### src/rtl/frame_config_loader.sv
// Programming-side loader for a frame-based switch tile: accepts (address, bit) writes on a
// valid/ready stream and replays each one as a setup/strobe/hold sequence on enable/address/data_in.
module frame_config_loader #(
    parameter int ADDR_WIDTH    = 7,
    parameter int DEC_WIDTH     = 4,
    parameter int NUM_DEC_OUT   = 13,
    parameter int SETUP_CYCLES  = 1,
    parameter int STROBE_CYCLES = 1,
    parameter int HOLD_CYCLES   = 1,
    parameter int FRAME_COUNT   = 50,
    parameter int CNT_WIDTH     = 16
) (
    input  logic                  prog_clk,
    input  logic                  pReset,
    input  logic                  start,
    input  logic                  abort,
    input  logic                  cfg_valid,
    output logic                  cfg_ready,
    input  logic [ADDR_WIDTH-1:0] cfg_addr,
    input  logic                  cfg_data,
    output logic                  enable,
    output logic [ADDR_WIDTH-1:0] address,
    output logic                  data_in,
    output logic                  busy,
    output logic                  done,
    output logic                  addr_err,
    output logic [CNT_WIDTH-1:0]  frame_cnt
);

    localparam int PH_MAX   = (SETUP_CYCLES > STROBE_CYCLES)
                              ? ((SETUP_CYCLES > HOLD_CYCLES) ? SETUP_CYCLES : HOLD_CYCLES)
                              : ((STROBE_CYCLES > HOLD_CYCLES) ? STROBE_CYCLES : HOLD_CYCLES);
    localparam int PH_WIDTH = (PH_MAX > 1) ? $clog2(PH_MAX) : 1;

    typedef enum logic [2:0] {
        S_IDLE, S_WAIT, S_SETUP, S_STROBE, S_HOLD, S_DONE
    } state_t;

    state_t                state_q, state_d;
    logic [PH_WIDTH-1:0]   phase_q, phase_d;
    logic                  cfg_ready_q, cfg_ready_d;
    logic                  enable_q, enable_d;
    logic [ADDR_WIDTH-1:0] address_q, address_d;
    logic                  data_q, data_d;
    logic                  busy_q, busy_d;
    logic                  done_q, done_d;
    logic                  addr_err_q, addr_err_d;
    logic [CNT_WIDTH-1:0]  frame_cnt_q, frame_cnt_d;

    // The decoder select is the low DEC_WIDTH bits of the tile address.
    logic [DEC_WIDTH-1:0] sel;
    logic                 sel_legal;
    logic                 accept;

    assign sel       = cfg_addr[DEC_WIDTH-1:0];
    assign sel_legal = (int'(sel) < NUM_DEC_OUT);
    assign accept    = cfg_valid && cfg_ready_q;

    always_comb begin
        // NOTE: every variable gets its hold value first so no path can infer a latch.
        state_d     = state_q;
        phase_d     = phase_q;
        address_d   = address_q;
        data_d      = data_q;
        done_d      = done_q;
        addr_err_d  = addr_err_q;
        frame_cnt_d = frame_cnt_q;

        if (abort) begin
            state_d = S_IDLE;
        end else begin
            case (state_q)
                S_IDLE, S_DONE: begin
                    if (start) begin
                        state_d     = S_WAIT;
                        frame_cnt_d = '0;
                        done_d      = 1'b0;
                        addr_err_d  = 1'b0;
                    end
                end
                S_WAIT: begin
                    if (accept) begin
                        if (sel_legal) begin
                            address_d = cfg_addr;
                            data_d    = cfg_data;
                            state_d   = S_SETUP;
                            phase_d   = PH_WIDTH'(SETUP_CYCLES - 1);
                        end else begin
                            addr_err_d = 1'b1;
                        end
                    end
                end
                S_SETUP: begin
                    if (phase_q == '0) begin
                        state_d = S_STROBE;
                        phase_d = PH_WIDTH'(STROBE_CYCLES - 1);
                    end else begin
                        phase_d = phase_q - PH_WIDTH'(1);
                    end
                end
                S_STROBE: begin
                    if (phase_q == '0) begin
                        state_d = S_HOLD;
                        phase_d = PH_WIDTH'(HOLD_CYCLES - 1);
                    end else begin
                        phase_d = phase_q - PH_WIDTH'(1);
                    end
                end
                S_HOLD: begin
                    if (phase_q == '0) begin
                        frame_cnt_d = frame_cnt_q + CNT_WIDTH'(1);
                        state_d     = (frame_cnt_d == CNT_WIDTH'(FRAME_COUNT)) ? S_DONE : S_WAIT;
                    end else begin
                        phase_d = phase_q - PH_WIDTH'(1);
                    end
                end
                default: state_d = S_IDLE;
            endcase
        end

        // Outputs are registered, so they are decoded from the next state.
        cfg_ready_d = (state_d == S_WAIT);
        enable_d    = (state_d == S_STROBE);
        busy_d      = (state_d == S_WAIT) || (state_d == S_SETUP) ||
                      (state_d == S_STROBE) || (state_d == S_HOLD);
        if (state_d == S_DONE) done_d = 1'b1;
    end

    // NOTE: sequential state uses non-blocking assignments so all flops update together at the edge.
    always_ff @(posedge prog_clk or posedge pReset) begin
        if (pReset) begin
            state_q     <= S_IDLE;
            phase_q     <= '0;
            cfg_ready_q <= 1'b0;
            enable_q    <= 1'b0;
            address_q   <= '0;
            data_q      <= 1'b0;
            busy_q      <= 1'b0;
            done_q      <= 1'b0;
            addr_err_q  <= 1'b0;
            frame_cnt_q <= '0;
        end else begin
            state_q     <= state_d;
            phase_q     <= phase_d;
            cfg_ready_q <= cfg_ready_d;
            enable_q    <= enable_d;
            address_q   <= address_d;
            data_q      <= data_d;
            busy_q      <= busy_d;
            done_q      <= done_d;
            addr_err_q  <= addr_err_d;
            frame_cnt_q <= frame_cnt_d;
        end
    end

    assign cfg_ready = cfg_ready_q;
    assign enable    = enable_q;
    assign address   = address_q;
    assign data_in   = data_q;
    assign busy      = busy_q;
    assign done      = done_q;
    assign addr_err  = addr_err_q;
    assign frame_cnt = frame_cnt_q;

    // The frame counter must reach FRAME_COUNT without wrapping.
    cnt_fits_a: assert property (@(posedge prog_clk)
        64'(FRAME_COUNT) < (64'd1 << CNT_WIDTH));

endmodule

### config.mk
export PLATFORM = sky130hd
export DESIGN_NAME = frame_config_loader
export DESIGN_NICKNAME = d
export VERILOG_FILES = /design/src/rtl/frame_config_loader.sv
export SDC_FILE = /design/constraint.sdc
export NUM_CORES = 1
export LEC_CHECK = 0
export CAP_MARGIN = 40
export CORE_ASPECT_RATIO = 0.8
export CORE_MARGIN = 2
export CORE_UTILIZATION = 50
export DETAILED_ROUTE_END_ITERATION = 8
export GPL_TIMING_DRIVEN = 0
export PLACE_DENSITY = 0.8
export SYNTH_ARGS = -nofsm -noshare
export SYNTH_HDL_FRONTEND = slang
export SYNTH_SLANG_ARGS = --single-unit
### constraint.sdc
create_clock -name prog_clk -period 3 [get_ports prog_clk]
set_input_delay 0.6 -clock prog_clk [delete_from_list [all_inputs] [get_ports prog_clk]]
set_output_delay 0.6 -clock prog_clk [all_outputs]
set_load 0.02 [all_outputs]
==> flow_metrics.tcl, run 1 <==
set metrics [dict create \
    synth_edf_count 0 \
    fp.dieH_um 57.88 \
    routed_wl_um 4228 \
    avgViaCountPerCell 5.808 \
    initial_core_util_pct 52.63 \
    rsz0062_at_grt "no" \
    crit_path_top_delay_cell "or4_4" \
    required_ns 3.22 \
    layout-drive-gt1-share_pct 10.25 \
    p_switching_mw 0.2775 \
    netSwitchingFraction_pct 26.81 \
    path_depth 7 \
    skew_ns 0.006733 \
    io_buffers 40 \
    cts_buffer_depth 2 \
    area_growth_pct 31.45 \
    htreeDepth 2 \
    min_from "done" \
    synthArstFlopShare_pct 100.0 \
    firstDrtPassIters 4 \
    syn_inst 195 \
    maxCapViolations 0 \
    clkTransAtPathRegs_ns 0.07 \
    nets 258 \
    crit_type "register to register" \
    synthDominantCellAreaShare_pct 44.14 \
    cts_inserted_buffers 5 \
    drtIter0Drc 110 \
    place_area_um2 2295 \
    final_antenna_net_count 0 \
    ys.flop_type "dfrtp_1" \
    max_slew.worst_pin.slew_ns 0.6070 \
    netlist_area_um2 1814 \
    fin_area_um2 2385 \
    grt_use_total_pct 22.88 \
    dp_hpwl_um 3093 \
    cp-start-kind "register" \
    path_cells "ha_1 > a21bo_4 > a2111oi_4 > o211ai_1 > or4_4 > o31ai_4 > mux2i_1" \
    rows 19 \
    antennaDiodeCount 0 \
    power_frac_comb_pct 19.4 \
    yosysTopAreaCell "dfrtp_1" \
    synthesis.nets 210 \
    hold_path_class "register to register" \
    crit_start "frame_cnt[0]" \
    antenna_found_initial 0 \
    clock_latency_ns 0.29 \
    setup-violations-final 0 \
    vias 1661 \
    grt_pass1_wl_um 7265 \
    ys_ff_latch 32 \
    fin_crit_sh_pct 90.31 \
    gp_congestion 0.8514 \
    vdd_ir_drop_max_mv 0.3073 \
    root_buffer "clkbuf_8" \
    yosysWarnings 0 \
    crit_arrival_ns 2.93 \
    layout_setup_ws_ns 0.2907 \
    tns_ns 0 \
    pin_count 42 \
    end_kind "register" \
    core_area_um2 3447 \
    power.leakage_nw 0.9658 \
    p_int_mw 0.7576 \
    die_x_um 71.35 \
    wl_per_cell_um 14.78 \
    relSlewSlack_pct 59.49 \
    cp_top_family "compound AO/OA/AOI/OAI gates" \
    power_frac_seq_pct 46.9 \
    overflow 0 \
    reg2regPathDepth 7 \
    die_area_um2 4129 \
    finalHoldViolCount 0 \
    holdPathStages 1 \
    drc 0 \
    drv_slew 0 \
    grt_max_degree 20 \
    post_cts_resized 0 \
    syn-mean-instance-area_um2 9.304 \
    clock_sinks 32 \
    tritoncts "built" \
    p_clk_share_pct 33.7 \
    final_common_cell "clkdlybuf4s50_1" \
    power_density_nw_per_um2 434.0 \
    seq_area_frac_synth_pct 44.14 \
    status "finished, final reports clean" \
    grt_pass1_vias 1523 \
    timing.fmax_mhz 369.1 \
    cpPeakStageDelay_ns 0.57 \
    synthDistinctLibCells 46 \
    fin_util_pct 69.18 \
    netlist_top_cells_area "dfrtp_1 (44%), o21ai_0 (5.2%), mux2_2 (5.0%)" \
    post-place-ws_ns 0.3458 \
    final_cell_mix "clkdlybuf4s50_1 (40), dfrtp_1 (32), nor2_1 (23)" \
    postCtsSetupBuffers 0 \
    critPathBufInv 0 \
    hold_buffers 0 \
    timing.final.crit_period_ns 2.709 \
    critPathMaxFanout 10 \
    rr_startpoint "frame_cnt[0]" \
]
layer usage:
layer	vias up	part of all wire, %	global-route usage [%]
li1	811	-	-
met1	805	51	33.78
met2	40	42	31.48
met3	5	5.8	7.652
met4	0	1.1	7.817
met5	-	0	0
state kept, by name, indices dropped and copies added (netlist names):
signal,count
address,7
data_in,1
state_q,3
done,1
addr_err,1
busy,1
enable,1
cfg_ready,1
frame_cnt,16
final cells by class:
cell class,count,area (µm²)
fill,278,1062
multi-input combinational,147,950.9
tap,42,52.55
inverter,7,26.28
timing repair buffer,41,427.9
clock buffer,8,90.09
buffer,9,36.28
sequential,32,800.8
Yosys cell counts (all sizes together), types with 5 or more instances:
master / instances
nor3: 9
clkbuf: 6
o21ai: 19
nand2: 18
a21oi: 8
o31ai: 8
nand4: 5
inv: 7
nor2: 23
dfrtp: 32
nand3: 6
mux2: 8
worst register-to-register path, cell delays in order (launching register included):
cell	delay, ns
dfrtp_1	0.52
ha_1	0.32
a21bo_4	0.27
a2111oi_4	0.33
o211ai_1	0.13
or4_4	0.57
o31ai_4	0.27
mux2i_1	0.23
worst paths after layout:
| path | slack (ns) | end |
|---|---|---|
| max | 0.29 | busy |
| min | 0.50 | done |
| max reg2reg | 0.29 | busy |
| min reg2reg | 0.50 | done |
| max in group asynchronous | 1.82 | address[0] |
| min in group asynchronous | 0.68 | frame_cnt[12] |
kinds of logic after synthesis:
kind of cell	Yosys count	synth area share (%)
multiplexers	9	5.517
XOR/XNOR	4	1.931
flip-flops	32	44.14
AO/OA/AOI/OAI	56	22.62
adder cells (fa/ha/maj)	3	1.931
AND/OR/NAND/NOR	75	20.41
buffers and inverters	16	3.448
power by group through the flow:
| stage | sequential (mW) | clock, mW | combinational, mW |
|---|---|---|---|
| 6_report | 0.485 | 0.349 | 0.201 |
| 5_1_grt | 0.489 | 0.379 | 0.215 |
| 4_1_cts | 0.485 | 0.352 | 0.203 |
| 3_5_place_dp | 0.493 | 0 | 0.202 |
| 3_3_place_gp | 0.491 | 0 | 0.197 |
| 2_1_floorplan | 0.534 | 0 | 0.0593 |
through the flow:
stage | instances | hold WS [ns] | power (mW)
after global routing | 286 | 0.5286 | 1.083
after detailed placement | 278 | 0.4832 | 0.6953
after floorplan | 195 | 0.5799 | 0.5929
after global placement | 277 | 0.4867 | 0.6876
final | 286 | 0.4986 | 1.035
after CTS | 286 | 0.4984 | 1.040
Power figures use the tool's default switching activity.
==> run 2, diff against run 1 <==
--- a/config.mk
+++ b/config.mk
@@ -13,2 +13,3 @@
 export GPL_TIMING_DRIVEN = 0
+export HOLD_SLACK_MARGIN = 0.08
 export PLACE_DENSITY = 0.8
==> constraint.sdc (replaced) <==
create_clock -name prog_clk -period 2.5 [get_ports prog_clk]
set_input_delay 0.75 -clock prog_clk [delete_from_list [all_inputs] [get_ports prog_clk]]
set_output_delay 0.75 -clock prog_clk [all_outputs]
set_load 0.02 [all_outputs]
==> run 2 against run 1 <==
Total power increased by 28%; first-iteration DRC count increased by 30%; cell count increased by 1.7%; critical path depth unchanged.
==> flow_metrics.tcl, run 2 (synthesis results as in run 1) <==
set metrics [dict create \
    status "finished, final reports clean" \
    cts_buffer_depth 2 \
    clkTransAtPathRegs_ns 0.07 \
    end_kind "register" \
    core_area_um2 3447 \
    vdd_ir_drop_max_mv 0.4667 \
    firstDrtPassIters 5 \
    power_density_nw_per_um2 536.5 \
    initial_core_util_pct 52.63 \
    grt_max_degree 19 \
    root_buffer "clkbuf_8" \
    die_x_um 71.35 \
    final_antenna_net_count 0 \
    avgViaCountPerCell 5.880 \
    fin_area_um2 2467 \
    power_frac_comb_pct 18.3 \
    routed_wl_um 4424 \
    critPathMaxFanout 5 \
    wl_per_cell_um 15.20 \
    p_switching_mw 0.3461 \
    timing.final.crit_period_ns 2.365 \
    clock_sinks 32 \
    skew_ns 0.005895 \
    cp-start-kind "register" \
    final_common_cell "clkdlybuf4s50_1" \
    fp.dieH_um 57.88 \
    htreeDepth 2 \
    antenna_found_initial 0 \
    power_frac_seq_pct 43.9 \
    place_area_um2 2285 \
    cts_inserted_buffers 5 \
    grt_use_total_pct 23.15 \
    power.leakage_nw 1.007 \
    p_clk_share_pct 37.8 \
    timing.fmax_mhz 422.9 \
    crit_arrival_ns 2.59 \
    rows 19 \
    gp_congestion 0.8628 \
    die_area_um2 4129 \
    min_from "address[0]" \
    fin_util_pct 71.58 \
    final_cell_mix "clkdlybuf4s50_1 (40), dfrtp_1 (29), nor2_1 (23)" \
    hold_path_class "register to register" \
    antennaDiodeCount 0 \
    max_slew.worst_pin.slew_ns 0.7343 \
    vias 1711 \
    p_int_mw 0.9776 \
    crit_type "register to register" \
    overflow 0 \
    io_buffers 40 \
    crit_start "frame_cnt[0]" \
    relSlewSlack_pct 50.99 \
    tritoncts "built" \
    largest_reg_flops 16 \
    multi_input_area_um2 972.2 \
    dp_hpwl_um 3116 \
    netSwitchingFraction_pct 26.15 \
    clock_latency_ns 0.29 \
    layout-drive-gt1-share_pct 15.26 \
    setup-violations-final 0 \
    fin_crit_sh_pct 94.59 \
    pin_count 42 \
    finalHoldViolCount 0 \
    drc 0 \
    area_growth_pct 36.00 \
    ff_latch_area_um2 804.5 \
    finalHoldWorstSlack_ns 0.5073 \
    drv_slew 0 \
    grt_pass1_wl_um 7293 \
    nets 263 \
    required_ns 2.72 \
    maxCapViolations 0 \
    nFillCells 275 \
    rr_startpoint "frame_cnt[0]" \
    grt_pass1_vias 1518 \
    drtIter0Drc 143 \
    power.total_mw 1.324 \
]
[run 2: what timing repair did]
item                       CTS  global route
setup endpoints to repair    4             4
gates resized for setup      1             4
hold buffers                 0             0
pin swaps                    0             6
setup buffers                2             5
[run 2: worst paths after layout]
path	end	slack, ns	depth (start not counted)
worst max-delay path	busy	0.14	7
worst min-delay path	address[0]	0.51	1
worst max register to register	busy	0.14	7
worst min register to register	address[0]	0.51	1
max in group asynchronous	frame_cnt[2]	1.06	3
min in group asynchronous	address[5]	0.88	2
[run 2: critical path: stages, from the launching register on]
cell and delay, ns:
dfrtp_2 0.44, ha_4 0.19, nor2b_2 0.17, a2111oi_4 0.31
o211ai_1 0.11, or4_4 0.55, o31ai_4 0.31, mux2i_1 0.21
[run 2: layout make-up]
type / instances / area share, %
multi-input combinational: 147 / 39.40
sequential: 32 / 32.61
timing repair buffer: 48 / 19.12
clock buffer: 5 / 2.789
tap: 42 / 2.130
clock inverter: 3 / 1.724
buffer: 7 / 1.166
inverter: 7 / 1.065
[run 2: metal layers]
layer / wire (µm) / up-vias / share of wire, % / GRT usage [%]
met3: 230 / 8 / 5.2 / 4.696
met5: 0 / - / 0 / 0
met1: 2239 / 834 / 51 / 34.65
met4: 75 / 0 / 1.7 / 9.704
met2: 1878 / 48 / 42 / 32.80
li1: - / 821 / - / -
[run 2: metrics by stage]
stage | std cells | setup TNS (ns) | setup WS, ns
after floorplan | 195 | 0 | 0.02095
after global placement | 277 | -1.106 | -0.1371
after detailed placement | 278 | -1.039 | -0.1217
after CTS | 288 | 0 | 0.02445
after global routing | 291 | -0.003954 | -0.003954
final | 291 | 0 | 0.1353
[run 2: power groups by stage]
stage / combinational (mW) / clock (mW) / sequential [mW]
floorplan: 0.0712 / 0 / 0.640
global placement: 0.236 / 0 / 0.589
detailed placement: 0.242 / 0 / 0.591
CTS: 0.244 / 0.506 / 0.581
global route: 0.260 / 0.533 / 0.587
finish: 0.242 / 0.501 / 0.581
